## src/rtl/m68k_bus_arbiter_if.sv

```systemverilog
`default_nettype none
// ============================================================================
//  Module      : m68k_bus_arbiter_if
//  Description : Bus-mastership handshake bundle between the 68K pins, the
//                Pi-side cycle engine and the bus arbiter.
//  Revision    : 1.0 - initial release
// ============================================================================
interface m68k_bus_arbiter_if;
    logic        br_n;          // M68K_BR_n pin, asynchronous
    logic        bgack_n;       // M68K_BGACK_n pin, asynchronous
    logic        as_n;          // engine's registered M68K_AS_n
    logic        engine_idle;   // engine waiting for a request
    logic        op_req_in;     // pending Pi transaction request
    logic        op_start;      // engine accepted the request
    logic        op_req_out;    // request forwarded to the engine
    logic        bg_n;          // M68K_BG_n
    logic        bus_drive_en;  // output enable for engine-driven bus pins
    logic        ext_owner;     // external master owns the bus
    logic [15:0] grant_count;   // completed external tenures, saturating

    // Environment side: pins and engine drive requests, observe arbitration
    modport master (
        output br_n, bgack_n, as_n, engine_idle, op_req_in, op_start,
        input  op_req_out, bg_n, bus_drive_en, ext_owner, grant_count
    );

    // Arbiter side
    modport slave (
        input  br_n, bgack_n, as_n, engine_idle, op_req_in, op_start,
        output op_req_out, bg_n, bus_drive_en, ext_owner, grant_count
    );
endinterface
`default_nettype wire

```

## src/rtl/m68k_bus_arbiter.sv

```systemverilog
`default_nettype none
// ============================================================================
//  Module      : m68k_bus_arbiter
//  Description : 68000 bus-mastership arbitration (BR/BG/BGACK) for the Pi
//                transaction engine. Decides each cycle whether the engine
//                may start a new bus cycle or an external DMA master gets
//                the bus, and gates the engine's bus drivers accordingly.
//  Revision    : 1.0 - initial release
// ============================================================================
module m68k_bus_arbiter #(
    parameter int SYNC_STAGES = 2,   // flops per input synchroniser (>= 2)
    parameter int BG_TIMEOUT  = 64,  // cycles BG may stay low after BR withdrawn
    parameter int HOLDOFF     = 8    // cycles after BGACK release before driving
) (
    input wire                c200m,
    input wire                reset,
    m68k_bus_arbiter_if.slave bus
);

    localparam int c_TO_W   = $clog2(BG_TIMEOUT + 1);
    localparam int c_HOLD_W = $clog2(HOLDOFF + 1);

    localparam logic [c_TO_W-1:0]   c_TO_LAST   = c_TO_W'(BG_TIMEOUT - 1);
    localparam logic [c_HOLD_W-1:0] c_HOLD_LAST = c_HOLD_W'(HOLDOFF - 1);
    localparam logic [15:0]         c_CNT_MAX   = 16'hFFFF;

    localparam logic [2:0] c_ST_IDLE    = 3'd0;
    localparam logic [2:0] c_ST_WAIT    = 3'd1;
    localparam logic [2:0] c_ST_GRANT   = 3'd2;
    localparam logic [2:0] c_ST_OWNED   = 3'd3;
    localparam logic [2:0] c_ST_RELEASE = 3'd4;

    logic [SYNC_STAGES-1:0] r_br_sync;
    logic [SYNC_STAGES-1:0] r_bgack_sync;
    logic                   w_br_s;
    logic                   w_bgack_s;

    logic [2:0]          r_state;
    logic [2:0]          w_state_nxt;
    logic [c_TO_W-1:0]   r_to_cnt;
    logic [c_TO_W-1:0]   w_to_cnt_nxt;
    logic [c_HOLD_W-1:0] r_hold_cnt;
    logic [c_HOLD_W-1:0] w_hold_cnt_nxt;
    logic                r_pi_turn;
    logic                w_pi_turn_nxt;
    logic                w_cnt_inc;
    logic                r_bg_n;
    logic [15:0]         r_grant_count;
    logic                w_op_req;
    logic                w_drive_en;
    logic                w_ext_owner;

    // BR resets to "not requesting"; BGACK resets to "asserted" so the
    // drivers stay off after a reset until the pin is genuinely seen high.
    always_ff @(posedge c200m) begin
        if (reset) begin
            r_br_sync    <= '1;
            r_bgack_sync <= '0;
        end else begin
            r_br_sync    <= {r_br_sync[SYNC_STAGES-2:0], bus.br_n};
            r_bgack_sync <= {r_bgack_sync[SYNC_STAGES-2:0], bus.bgack_n};
        end
    end

    assign w_br_s    = r_br_sync[SYNC_STAGES-1];
    assign w_bgack_s = r_bgack_sync[SYNC_STAGES-1];

    // State, counters, registered BG and tenure counter
    always_ff @(posedge c200m) begin
        if (reset) begin
            r_state       <= c_ST_IDLE;
            r_to_cnt      <= '0;
            r_hold_cnt    <= '0;
            r_pi_turn     <= 1'b0;
            r_bg_n        <= 1'b1;
            r_grant_count <= '0;
        end else begin
            r_state    <= w_state_nxt;
            r_to_cnt   <= w_to_cnt_nxt;
            r_hold_cnt <= w_hold_cnt_nxt;
            r_pi_turn  <= w_pi_turn_nxt;
            // BG is low exactly while the next state is GRANT; taken from a
            // flop so the pin never glitches on a state decode.
            r_bg_n     <= (w_state_nxt != c_ST_GRANT);
            if (w_cnt_inc && (r_grant_count != c_CNT_MAX)) begin
                r_grant_count <= r_grant_count + 16'd1;
            end
        end
    end

    // Next-state decode and state-gated outputs
    always_comb begin
        w_state_nxt    = r_state;
        w_to_cnt_nxt   = '0;
        w_hold_cnt_nxt = '0;
        w_pi_turn_nxt  = r_pi_turn;
        w_cnt_inc      = 1'b0;
        w_op_req       = 1'b0;
        w_drive_en     = 1'b0;
        w_ext_owner    = 1'b0;

        case (r_state)
            c_ST_IDLE: begin
                w_drive_en = w_bgack_s;
                w_op_req   = bus.op_req_in && w_bgack_s && (w_br_s || r_pi_turn);
                if (r_pi_turn) begin
                    // Pi owes one transaction: BR waits until it is accepted
                    // or the request goes away.
                    if (bus.op_start || !bus.op_req_in) begin
                        w_pi_turn_nxt = 1'b0;
                    end
                end else if (!w_br_s) begin
                    w_state_nxt = c_ST_WAIT;
                end
            end

            c_ST_WAIT: begin
                // A cycle accepted as BR arrived is still on the bus, so the
                // drivers stay enabled until the grant is actually issued.
                w_drive_en = w_bgack_s;
                if (w_br_s) begin
                    w_state_nxt = c_ST_IDLE;
                end else if (bus.engine_idle && bus.as_n && !bus.op_start) begin
                    w_state_nxt = c_ST_GRANT;
                end
            end

            c_ST_GRANT: begin
                if (!w_bgack_s) begin
                    w_state_nxt = c_ST_OWNED;
                end else if (w_br_s) begin
                    // Master withdrew BR without taking the bus
                    if (r_to_cnt == c_TO_LAST) begin
                        w_state_nxt = c_ST_IDLE;
                    end else begin
                        w_to_cnt_nxt = r_to_cnt + 1'b1;
                    end
                end
            end

            c_ST_OWNED: begin
                w_ext_owner = 1'b1;
                if (w_bgack_s) begin
                    w_state_nxt = c_ST_RELEASE;
                end
            end

            c_ST_RELEASE: begin
                if (!w_bgack_s) begin
                    w_state_nxt = c_ST_OWNED;
                end else if (r_hold_cnt == c_HOLD_LAST) begin
                    w_state_nxt = c_ST_IDLE;
                    w_cnt_inc   = 1'b1;
                    if (bus.op_req_in) begin
                        w_pi_turn_nxt = 1'b1;
                    end
                end else begin
                    w_hold_cnt_nxt = r_hold_cnt + 1'b1;
                end
            end

            default: begin
                w_state_nxt = c_ST_IDLE;
            end
        endcase
    end

    assign bus.op_req_out   = w_op_req;
    assign bus.bus_drive_en = w_drive_en;
    assign bus.ext_owner    = w_ext_owner;
    assign bus.bg_n         = r_bg_n;
    assign bus.grant_count  = r_grant_count;

endmodule
`default_nettype wire

```

## src/flat_wrapper.sv

```systemverilog
// flat-port wrapper written by rule: the top's interface ports become plain ports
module m68k_bus_arbiter_flat 
#(
    parameter int SYNC_STAGES = 2,                                         
    parameter int BG_TIMEOUT  = 64,                                              
    parameter int HOLDOFF     = 8                                                
)
  (c200m, reset, bus_br_n, bus_bgack_n, bus_as_n, bus_engine_idle, bus_op_req_in, bus_op_start, bus_op_req_out, bus_bg_n, bus_bus_drive_en, bus_ext_owner, bus_grant_count);
  m68k_bus_arbiter_if bus_i ();
  input wire c200m;
  input wire reset;
  input wire logic [$bits(bus_i.br_n)-1:0] bus_br_n;
  input wire logic [$bits(bus_i.bgack_n)-1:0] bus_bgack_n;
  input wire logic [$bits(bus_i.as_n)-1:0] bus_as_n;
  input wire logic [$bits(bus_i.engine_idle)-1:0] bus_engine_idle;
  input wire logic [$bits(bus_i.op_req_in)-1:0] bus_op_req_in;
  input wire logic [$bits(bus_i.op_start)-1:0] bus_op_start;
  output wire logic [$bits(bus_i.op_req_out)-1:0] bus_op_req_out;
  output wire logic [$bits(bus_i.bg_n)-1:0] bus_bg_n;
  output wire logic [$bits(bus_i.bus_drive_en)-1:0] bus_bus_drive_en;
  output wire logic [$bits(bus_i.ext_owner)-1:0] bus_ext_owner;
  output wire logic [$bits(bus_i.grant_count)-1:0] bus_grant_count;
  assign bus_i.br_n = bus_br_n;
  assign bus_i.bgack_n = bus_bgack_n;
  assign bus_i.as_n = bus_as_n;
  assign bus_i.engine_idle = bus_engine_idle;
  assign bus_i.op_req_in = bus_op_req_in;
  assign bus_i.op_start = bus_op_start;
  assign bus_op_req_out = bus_i.op_req_out;
  assign bus_bg_n = bus_i.bg_n;
  assign bus_bus_drive_en = bus_i.bus_drive_en;
  assign bus_ext_owner = bus_i.ext_owner;
  assign bus_grant_count = bus_i.grant_count;
  m68k_bus_arbiter #(.SYNC_STAGES(SYNC_STAGES), .BG_TIMEOUT(BG_TIMEOUT), .HOLDOFF(HOLDOFF)) u_core (.c200m(c200m), .reset(reset), .bus(bus_i));
endmodule
```

## config.mk

```make
export PLATFORM = sky130hd
export DESIGN_NAME = m68k_bus_arbiter_flat
export DESIGN_NICKNAME = d
export VERILOG_FILES = /design/src/rtl/m68k_bus_arbiter_if.sv /design/src/rtl/m68k_bus_arbiter.sv /design/src/flat_wrapper.sv
export SDC_FILE = /design/constraint.sdc
export NUM_CORES = 1
export LEC_CHECK = 0
export CAP_MARGIN = 0
export CELL_PAD_IN_SITES_DETAIL_PLACEMENT = 2
export CELL_PAD_IN_SITES_GLOBAL_PLACEMENT = 2
export CORE_ASPECT_RATIO = 0.5
export CORE_MARGIN = 5
export CORE_UTILIZATION = 35
export CTS_BUF_LIST = sky130_fd_sc_hd__clkbuf_8
export CTS_CLUSTER_DIAMETER = 60
export DETAILED_ROUTE_END_ITERATION = 10
export PLACE_DENSITY_LB_ADDON = 0.25
export SETUP_SLACK_MARGIN = 0.1
export SLEW_MARGIN = 30
export SYNTH_ARGS = -nofsm -noshare
export SYNTH_HDL_FRONTEND = slang
export SYNTH_SLANG_ARGS = --single-unit
```

## constraint.sdc

```tcl
create_clock -name c200m -period 4.56 [get_ports c200m]
set_input_delay 0.684 -clock c200m [delete_from_list [all_inputs] [get_ports c200m]]
set_output_delay 0.684 -clock c200m [all_outputs]
set_load 0.1 [all_outputs]
```

## Yosys cells after proc, flatten, opt, wreduce, memory -nomap -nowiden

Cells that the tools add are included.

| storage, ports and cells | value |
|---|---|
| bits in registers | 36 |
| input bits | 8 |
| output and inout bits | 20 |
| logic and storage cells | 64 |

| operators by class | value |
|---|---|
| $add $sub $neg | 3 |
| equal/unequal tests | 11 |
| multiplexer cells | 23 |
| bitwise gates (word level) | 4 |
| reduce and logical (&&, ||, !) cells | 15 |

Operator list:

| kind | count |
|---|---|
| 3-bit 2-to-1 mux | 10 |
| 16-bit by 1-bit adder with 16-bit output, second input constant | 1 |
| 16-bit != test, second input constant | 1 |
| 3-bit one-hot mux with 5 select lines | 1 |
| 1-bit 2-to-1 mux | 11 |
| 7-bit by 1-bit adder with 7-bit output, second input constant | 1 |
| 7-bit by 6-bit equality test with 1-bit output, second input constant | 1 |
| 3-bit by 2-bit equality test with 1-bit output, second input constant | 2 |
| 1-bit logical AND | 5 |
| 5-bit OR reduction | 1 |
| 4-bit by 1-bit adder with 4-bit output, second input constant | 1 |
| 4-bit by 3-bit equality test with 1-bit output, second input constant | 1 |
| 2-bit by 1-bit != test with 1-bit output, second input constant | 2 |
| 1-bit inverter | 4 |
| 4-bit AND reduction | 1 |
| 4-bit OR reduction | 1 |
| 3-bit by 1-bit equality test with 1-bit output, second input constant | 1 |
| 3-bit equality test, second input constant | 1 |
| 3-bit zero test | 1 |
| 3-bit by 2-bit != test with 1-bit output, second input constant | 1 |
| 1-bit zero test | 2 |
| 1-bit logical OR | 2 |
| 2-bit != test, second input constant | 1 |
| 1-bit one-hot mux with 2 select lines | 1 |
| 2 further kinds | 2 |

## Longest topological paths before layout

| depth | value |
|---|---|
| depth after elaboration | 6 |
| mapped depth | 6 |
| gate-level depth less buffers | 5 |

## Worst setup path after synthesis

OpenSTA, ideal clock, no wires.

| timing | value |
|---|---|
| path type | input-to-output |
| from | input bus_op_req_in |
| to | output bus_op_req_out |
| arrival time | 2.774 ns |
| required time | 3.876 ns |
| setup slack | 1.102 ns |
| stages on the path | 2 |
| buffers on the path | 0 |
| path through | nand2_1 -> nor3_1 |

| between the ends | value |
|---|---|
| longest elaborated chain between the ends | 3 |

Ends and longest elaborated chain:

| element | line | source |
|---|---|---|
| start: declaration | flat_wrapper.sv:16 | `input wire logic [$bits(bus_i.op_req_in)-1:0] bus_op_req_in;` |
| 1-bit logical AND (2 in series) | m68k_bus_arbiter.sv:105 | `w_op_req = bus.op_req_in && w_bgack_s && (w_br_s \|\| r_pi_turn);` |
| 1-bit 2-to-1 mux | m68k_bus_arbiter.sv:102 | `case (r_state)` |
| end: declaration | flat_wrapper.sv:18 | `output wire logic [$bits(bus_i.op_req_out)-1:0] bus_op_req_out;` |

Every way passes these cells.

## Final worst setup path

Ends and elaborated chain as after synthesis.

==> out/metrics.yaml <==
status: "complete, no violations"
synth_top_area_share: 0.4242
area_growth_pct: 25.18
dp.cells: 283
p_per_area_nw_per_um2: 270.1
io_pins: 28
synth_area_leaders: "dfxtp_1, or4_1, nor2_1"
start_util: 0.3733
syn_area_um2: 1699
clk_pin_slew_ps: 80
rsz0062_at_grt: "no"
setup_viol_count_final: 0
ys_warn_count: 0
synth_top_cell_by_area: "dfxtp_1"
critPathCaptureType: "output port"
clk_latency_ps: 290
rows: 17
max_clock_freq_ghz: 0.3078
clock_skew_ps: 12.61
crit_arrival_ps: 2570
slowest_stage: "clkdlybuf4s50_1"
clock_sinks: 36
max_slew_margin: 0.3356
regArea_um2: 720.7
critPathKind: "in2out"
wl_met2_um: 2652
wl_um: 5259
multi_input_area_um2: 932.1
highest_layer: "met4"
path_buf_inv: 2
layout_common_cells: "dfxtp_1, clkdlybuf4s50_1, nor2_1"
cts_tree: "done"
grt_pass1_vias: 1720
drt-wirelength-per-cell_um: 18.07
antenna_cells: 0
grt_max_degree: 26
gp_congestion: 0.7513
clk_path_buf_depth: 2
root_buffer: "clkbuf_8"
slowest_delay_ps: 1150
io_buffer_count: 27
tns_ps: 0
slew_violations: 0
dpl.hpwl_um: 3550
fin_cells: 291
die_y_um: 59.27
place_area_um2: 2031
nFillCells: 535
post-route-period-util: 0.7126
leakage_uw: 0.0007317
layout_commonest_cell: "dfxtp_1"
required_ps: 3880
synth.avg_cell_area_um2: 8.669
yosysUniqueCellTypes: 43
cts_max_level: 2
antenna_found_initial: 0
core_um2: 4552
irDropWorstVdd_uv: 187.3
ys_seq_area_frac: 0.4242
crit_path_start_kind: "input pin"
postLayoutCellArea_um2: 2127
fp.dieW_um: 108.5
firstDrtPassIters: 4
total_power_uw: 574.6
num_vias: 1608
cp_top_family: "buffers and inverters"
path_cells: "clkdlybuf4s50_1 > nand2_1 > nor3_1 > clkdlybuf4s50_1"
viasPerCell: 5.526
tightest_slew_ps: 993.6
synth_nets: 207
ys_ff_latch: 36
grt_pass1_wl_um: 8625
drt_iter0_markers: 47
drc: 0
ctsHoldBuffers: 0
cts_setup_buffers: 0
nNetsFinal: 235
numCtsBuffers: 5
wl_met1_um: 2435
ant_nets: 0
hold_viol_final: 0
syn_inst: 196
dr_wl_met3_um: 126
dieArea_um2: 6433
cts_resized: 0
fin_crit_ps: 3249
crit_fanout: 3
hp-class: "reg2reg"
drive_above_1_share: 0.08000
crit_top_cell: "clkdlybuf4s50_1"
grt_usage: 0.1732
maxCapViolations: 0
grt_overflow: 0
sequential cells by signal (all words and copies together), names as in the netlist:
name / flops
u_core.bus.bg_n: 1
u_core.bus.grant_count: 16
u_core.r_bgack_sync: 2
u_core.r_br_sync: 2
u_core.r_hold_cnt: 4
u_core.r_pi_turn: 1
u_core.r_state: 3
u_core.r_to_cnt: 7
layout make-up:
cell class / count / area share
inverters: 7 / 0.01235
multi-input cells: 146 / 0.4382
well taps: 66 / 0.03882
clock inverters: 3 / 0.008824
repair buffers: 28 / 0.1306
flip-flops and latches: 36 / 0.3388
clock buffers: 5 / 0.03235
worst register-to-register path, stage by stage (launching register included):
cell and delay [ps]:
dfxtp_1 500, nor3b_2 360, nand2_1 430, or4_1 630, o211a_1 220
path summary, 6_finish.rpt:
check / start / end / slack [ps] / depth (start not counted)
setup / recovery: bus_op_req_in / bus_op_req_out / 1310 / 4
hold / removal: u_core.r_br_sync[0] / u_core.r_br_sync[1] / 420 / 1
setup reg to reg: u_core.r_state[2] / u_core.bus.grant_count[15] / 2320 / 4
hold reg to reg: u_core.r_br_sync[0] / u_core.r_br_sync[1] / 420 / 1
logic make-up (layout without fill, tap and decap cells):
family | Yosys count | count (layout) | synth area share
AND/OR/NAND/NOR | 97 | 97 | 0.3321
AO/OA/AOI/OAI | 37 | 37 | 0.1384
flip-flops | 36 | 36 | 0.4242
buffers and inverters | 14 | 43 | 0.03239
XOR/XNOR | 6 | 6 | 0.03093
adder cells (fa/ha/maj) | 3 | 3 | 0.02209
multiplexers | 3 | 3 | 0.01988
metrics by stage:
step / hold slack (ps) / utilization / setup WS, ps
2_1_floorplan: 389.5 / - / 1102
3_3_place_gp: 399.3 / 0.4461 / 1336
3_5_place_dp: 399.3 / 0.4461 / 1300
4_1_cts: 422.7 / 0.4654 / 1304
5_1_grt: 452.8 / 0.4673 / 1228
6_report: 421.1 / 0.4673 / 1311
layer usage:
metal / global-route usage / vias to the layer above
li1: - / 776
met1: 0.2064 / 801
met2: 0.3161 / 24
met3: 0.04679 / 7
met4: 0.03777 / 0
met5: 0 / -
synthesized netlist by cell type:
cell type  count
a21oi_1       13
a2bb2oi_1      1
a31oi_1        2
a32oi_1        1
and2_1         3
and3_1         5
and3b_1        1
and4_1         1
and4b_1        1
buf_1          1
buf_2          1
clkbuf_1       4
clkbuf_2       1
dfxtp_1       36
ha_1           3
inv_1          7
mux2_2         3
nand2_1       14
nand2b_1       2
nand3_1        9
nand3b_1       3
nand4_1        5
nand4b_1       1
nor2_1        18
nor2b_1        8
nor3_1         2
nor3b_1        1
nor3b_2        1
nor4_1         3
nor4_2         1
nor4b_1        1
o211a_1        1
o21ai_0        6
o22ai_1        1
o31ai_1        9
o41ai_1        3
or2_2          2
or3_1          3
or3b_2         1
or4_1         10
or4_4          1
xnor2_1        4
xor2_1         2
where the power goes:
part	internal (uW)	switching [uW]	total, uW
clock	107	125	231
combinational	10.4	14.3	24.7
sequential	316	2.32	318
total	433	141	575
Note: power is estimated with default switching activity, not from simulation.
